$ cat src/rtl/regfile_wb_arbiter.sv
// regfile_wb_arbiter
//   Round-robin arbiter sharing the single register-file write port among
//   NREQ writeback requesters, followed by a registered output stage that
//   drives the regfile directly. A per-register pending-write scoreboard
//   gives the issue stage busy flags for its two read addresses.
//
// Ports
//   clk, rst            clock; asynchronous active-low reset
//   req_valid/ready     per-requester handshake (ready is one-hot)
//   req_waddr/wdata     packed per-requester address/data ([i*W +: W])
//   we/waddr/wdata      registered regfile write port
//   alloc_valid/addr    issue-stage destination allocation
//   raddr1/2, busy1/2   issue-stage read addresses and their busy flags
//   err                 sticky protocol-error flag
module regfile_wb_arbiter #(
    parameter int NREQ = 3,
    parameter int AW   = 5,
    parameter int DW   = 32
) (
    input  logic               clk,
    input  logic               rst,
    input  logic [NREQ-1:0]    req_valid,
    input  logic [NREQ*AW-1:0] req_waddr,
    input  logic [NREQ*DW-1:0] req_wdata,
    output logic [NREQ-1:0]    req_ready,
    output logic               we,
    output logic [AW-1:0]      waddr,
    output logic [DW-1:0]      wdata,
    input  logic               alloc_valid,
    input  logic [AW-1:0]      alloc_addr,
    input  logic [AW-1:0]      raddr1,
    input  logic [AW-1:0]      raddr2,
    output logic               busy1,
    output logic               busy2,
    output logic               err
);

    localparam int PW   = (NREQ > 1) ? $clog2(NREQ) : 1;
    localparam int NREG = 1 << AW;

    logic [PW-1:0]   rr_ptr_q, rr_ptr_d;
    logic            we_q, we_d;
    logic [AW-1:0]   waddr_q, waddr_d;
    logic [DW-1:0]   wdata_q, wdata_d;
    logic [NREG-1:0] pend_q, pend_d;
    logic            err_q, err_d;

    logic            gnt_any;
    logic [PW-1:0]   gnt_idx;
    logic [AW-1:0]   gnt_addr;
    logic [DW-1:0]   gnt_data;
    logic            alloc_err;
    logic            wr_err;

    // Round-robin search starting at rr_ptr; the first valid requester wins.
    always_comb begin
        int unsigned idx;
        req_ready = '0;
        gnt_any   = 1'b0;
        gnt_idx   = '0;
        idx       = 0;
        for (int unsigned k = 0; k < NREQ; k++) begin
            idx = 32'(rr_ptr_q) + k;
            if (idx >= NREQ) idx = idx - NREQ;
            if (!gnt_any && req_valid[idx]) begin
                gnt_any = 1'b1;
                gnt_idx = idx[PW-1:0];
            end
        end
        if (!rst) gnt_any = 1'b0;
        if (gnt_any) req_ready[gnt_idx] = 1'b1;
    end

    assign gnt_addr = req_waddr[gnt_idx*AW +: AW];
    assign gnt_data = req_wdata[gnt_idx*DW +: DW];

    always_comb begin
        rr_ptr_d = rr_ptr_q;
        waddr_d  = waddr_q;
        wdata_d  = wdata_q;
        // A grant to r0 is consumed but never turns into a regfile write.
        we_d     = gnt_any && (gnt_addr != '0);
        if (gnt_any) begin
            rr_ptr_d = (gnt_idx == PW'(NREQ - 1)) ? '0 : gnt_idx + 1'b1;
            waddr_d  = gnt_addr;
            wdata_d  = gnt_data;
        end
    end

    // Clear for the write leaving the output stage first, so an allocation
    // of the same register on the same edge wins.
    always_comb begin
        pend_d = pend_q;
        if (we_q) pend_d[waddr_q] = 1'b0;
        if (alloc_valid && (alloc_addr != '0)) pend_d[alloc_addr] = 1'b1;
        pend_d[0] = 1'b0;
    end

    assign alloc_err = alloc_valid && pend_q[alloc_addr] &&
                       !(we_q && (waddr_q == alloc_addr));
    assign wr_err    = we_q && !pend_q[waddr_q];
    assign err_d     = err_q || alloc_err || wr_err;

    always_ff @(posedge clk or negedge rst) begin
        if (!rst) begin
            rr_ptr_q <= '0;
            we_q     <= 1'b0;
            waddr_q  <= '0;
            wdata_q  <= '0;
            pend_q   <= '0;
            err_q    <= 1'b0;
        end else begin
            rr_ptr_q <= rr_ptr_d;
            we_q     <= we_d;
            waddr_q  <= waddr_d;
            wdata_q  <= wdata_d;
            pend_q   <= pend_d;
            err_q    <= err_d;
        end
    end

    // The write in the output stage is forwarded by the regfile, so its
    // target is already readable this cycle.
    assign busy1 = (raddr1 != '0) && pend_q[raddr1] && !(we_q && (waddr_q == raddr1));
    assign busy2 = (raddr2 != '0) && pend_q[raddr2] && !(we_q && (waddr_q == raddr2));

    assign we    = we_q;
    assign waddr = waddr_q;
    assign wdata = wdata_q;
    assign err   = err_q;

endmodule

$ cat config.mk
export PLATFORM = sky130hd
export DESIGN_NAME = regfile_wb_arbiter
export DESIGN_NICKNAME = d
export VERILOG_FILES = /design/src/rtl/regfile_wb_arbiter.sv
export SDC_FILE = /design/constraint.sdc
export NUM_CORES = 1
export LEC_CHECK = 0
export BUFFER_PORTS_ARGS = -buffer_cell sky130_fd_sc_hd__buf_4
export CORE_MARGIN = 2
export CORE_UTILIZATION = 39
export DETAILED_ROUTE_END_ITERATION = 12
export MAX_ROUTING_LAYER = met4
export PLACE_DENSITY = 0.71
export SLEW_MARGIN = 20
export SYNTH_ARGS = -nofsm -noshare
export SYNTH_HDL_FRONTEND = slang
export SYNTH_SLANG_ARGS = --single-unit
$ cat constraint.sdc
create_clock -name clk -period 6.6 [get_ports clk]
set_input_delay 1.65 -clock clk [delete_from_list [all_inputs] [get_ports clk]]
set_output_delay 1.65 -clock clk [all_outputs]
set_load 0.02 [all_outputs]
==> summary.txt <==
Timing
  – Final Cycle Share: 84.6%
  – Max transition margin: 38.2%
  – Setup TNS: 0 ns
  – Least-Margin Pin Slew: 0.928 ns
  – RSZ-0062 raised after global routing: false
  – Hold violation count in the final report: 0
  – Period minus WS final: 5.59 ns
  – Clk_skew: 0.00949 ns
  – Fin. max-slew vios: 0
  – WHS: 0.481 ns
  – Setup-failing EPs final: 0
  – F_max: 0.179 GHz

Global route
  – Largest net degree at the start of global routing: 73
  – Vias in the first global route: 5042
  – Grt ovf: 0
  – Antenna violations before repair: 0
  – First-pass GRT wire length: 26.7 mm
  – Overall fraction of global-route tracks in use: 24.6%

Floorplan
  – Core area: 13100 µm²
  – Die Y: 119 µm
  – Die W: 119 µm
  – Die area: 14200 µm²
  – I/O pin total: 176
  – Initial Util: 39.5%
  – Site row count: 42

Routing
  – DR DRC count: 0
  – DRT Pass-1 Iters: 5
  – Routed WL: 16.7 mm
  – DR top layer: met4
  – Met2 WL: 8.31 mm
  – Initial DRC Count: 409
  – Met1 wire length: 6.73 mm
  – DR vias/cell: 5.86
  – Routed len/inst: 19.1 µm
  – Antenna viol nets, final: 0
  – Vias: 5131
  – DR WL met3: 1.34 mm

Logic synthesis
  – Yosys top cell area share: 34.9%
  – Ys Warns: 0
  – Register area share after synthesis: 34.9%
  – Main synth FF type: dfrtp_1
  – Area leader, netlist: dfrtp_1
  – Post-synthesis mux area share: 16.8%
  – Adder-cell share of the synthesized area: 0.969%
  – Synth Area in Compound Gates: 22.6%
  – Post-Syn Area: 5160 µm²
  – Ys async rst share: 100%
  – Simple-Gate Fraction of Synth Area: 17.2%
  – Area contributors post-synth: dfrtp_1 (35%), mux4_2 (12%), o21ai_0 (6.6%)
  – Synth Area in XOR/XNOR: 2.54%
  – Largest family of logic cells by synthesized area: compound AO/OA/AOI/OAI gates
  – Mean Syn Cell Area: 9.37 µm²
  – Mapped Cells: 551
  – Number of synthesized flops with an enable pin: 0
  – #FFs+latches synth: 72
  – Synth Net Count: 687
  – Post-synth cell types: 56

Placed design
  – Hpwl dp: 12.5 mm
  – GPL Wtd Cong: 0.945
  – Number of port buffers: 175

Power and ir drop
  – P per Cell Area: 477 nW/µm²
  – Maximum vdd drop: 0.181 mV
  – Static leakage: 2.97 nW
  – Power Total: 3.27 mW

Min path
  – Hold WC Path Type: register to register

Setup path
  – Worst-path cell chain: buf_4 > and3b_1 > a41oi_2 > nand3_2 > nand2_2 > nor3b_1 > buf_4
  – CP max-delay cell: nand2_2
  – Crit path kind: input pin to primary output
  – Most Frequent Cell on Critical Path: buf_4
  – Worst EP arrival: 3.94 ns
  – Required time worst endpoint: 4.95 ns
  – CP delay by family, top: simple AND/OR/NAND/NOR gates
  – Max stage delay on crit path: 0.69 ns
  – CP max FO: 35
  – Worst path bufs/invs: 2
  – Critical path capture point type: primary output
  – CP startpoint kind: input pin

Finish
  – Most common cell after layout, fill and taps aside: buf_4
  – Most frequent cells in the layout: buf_4 (183), dfrtp_1 (72), o21ai_0 (68)
  – Area growth from synthesis to layout: 32.6%
  – Final net count: 831
  – Share of layout cells above drive strength 1: 35.0%
  – Antenna Cells: 0

Clocking
  – Num CTS Buffers: 9
  – CTS tree: done
  – Setup Fix Bufs, Post-CTS: 0
  – Clk buf depth: 2
  – CTS clk-pin slew, worst paths: 0.06 ns
  – Root Driver: clkbuf_16
  – Cts hold-fix bufs: 0
  – CTS Sinks: 72
  – Skew-Pair Late Insertion Delay: 0.34 ns
  – H-tree Lvls: 3
  – Post_cts resized: 0

Flow run
  – Max Cap Viol: 0

Outcome
  – Status: complete, no violations
tightest hold or removal path: stages (launching register included):
cell and delay [ns]:
dfrtp_1 0.34, nand2_1 0.05, o31ai_1 0.05
logic make-up after synthesis:
group | count (synthesis)
AOI/OAI and AO/OA | 180
and+or+nand+nor | 176
DFF | 72
buffers and inverters | 60
muxes | 44
xor gates and xnor gates | 15
adders and majority gates | 4
per-layer routing:
metal	global-route usage, %	vias to the layer above
li1	-	2364
met1	30.2	2465
met5	-	-
met3	4.93	28
met2	40.5	274
met4	8.56	0
cell usage after synthesis, types with 8 or more instances:
library cell	count
dfrtp_1	72
o21ai_0	68
nand2_1	55
nor2_1	41
a211oi_1	39
o31ai_1	35
and3_1	32
mux4_2	28
clkbuf_1	24
buf_2	19
xor2_1	12
nand3b_1	10
inv_1	8
nand3_1	8
state kept, by name, summed over array words and instances, names as in the netlist:
register,cells
waddr,5
err,1
rr_ptr_q,2
wdata,32
pend_q,31
we,1
layout make-up:
cell class              instances  area, µm²
multi-input cells             419       3120
fillers                      1193       6240
clock inverters                 6       67.6
flip-flops and latches         72       1800
inverters                      10       37.5
well taps                     176        220
clock buffers                  10        229
repair buffers                183       1370
per-stage QoR:
step / util (%) / cells / area (µm²) / setup slack (ns)
final: 52.3 / 876 / 6850 / 1.01
after global routing: 52.3 / 876 / 6850 / 0.786
after CTS: 52.3 / 876 / 6850 / 1.03
after detailed placement: 50.1 / 860 / 6550 / 1.04
after global placement: 50.1 / 860 / 6550 / 1.11
after floorplan: - / 551 / 5160 / 1.68
report_power, final:
group / switching (mW) / internal (mW) / total, mW
Sequential: 0.258 / 0.655 / 0.913
Clock: 0.189 / 0.294 / 0.483
Combinational: 1.04 / 0.833 / 1.87
Total: 1.48 / 1.78 / 3.27
final timing paths:
check                               end         start  slack, ns  depth (start not counted)
min in group asynchronous     pend_q[6]           rst       1.59                          2
hold reg to reg                wdata[1]      wdata[1]       0.48                          2
setup / recovery           req_ready[0]  req_valid[1]       1.01                          7
max in group asynchronous    pend_q[19]           rst       4.41                          2
setup reg to reg               wdata[8]   rr_ptr_q[1]       3.14                          8
hold / removal                 wdata[1]      wdata[1]       0.48                          2
Note: power is estimated with default switching activity, not from simulation.
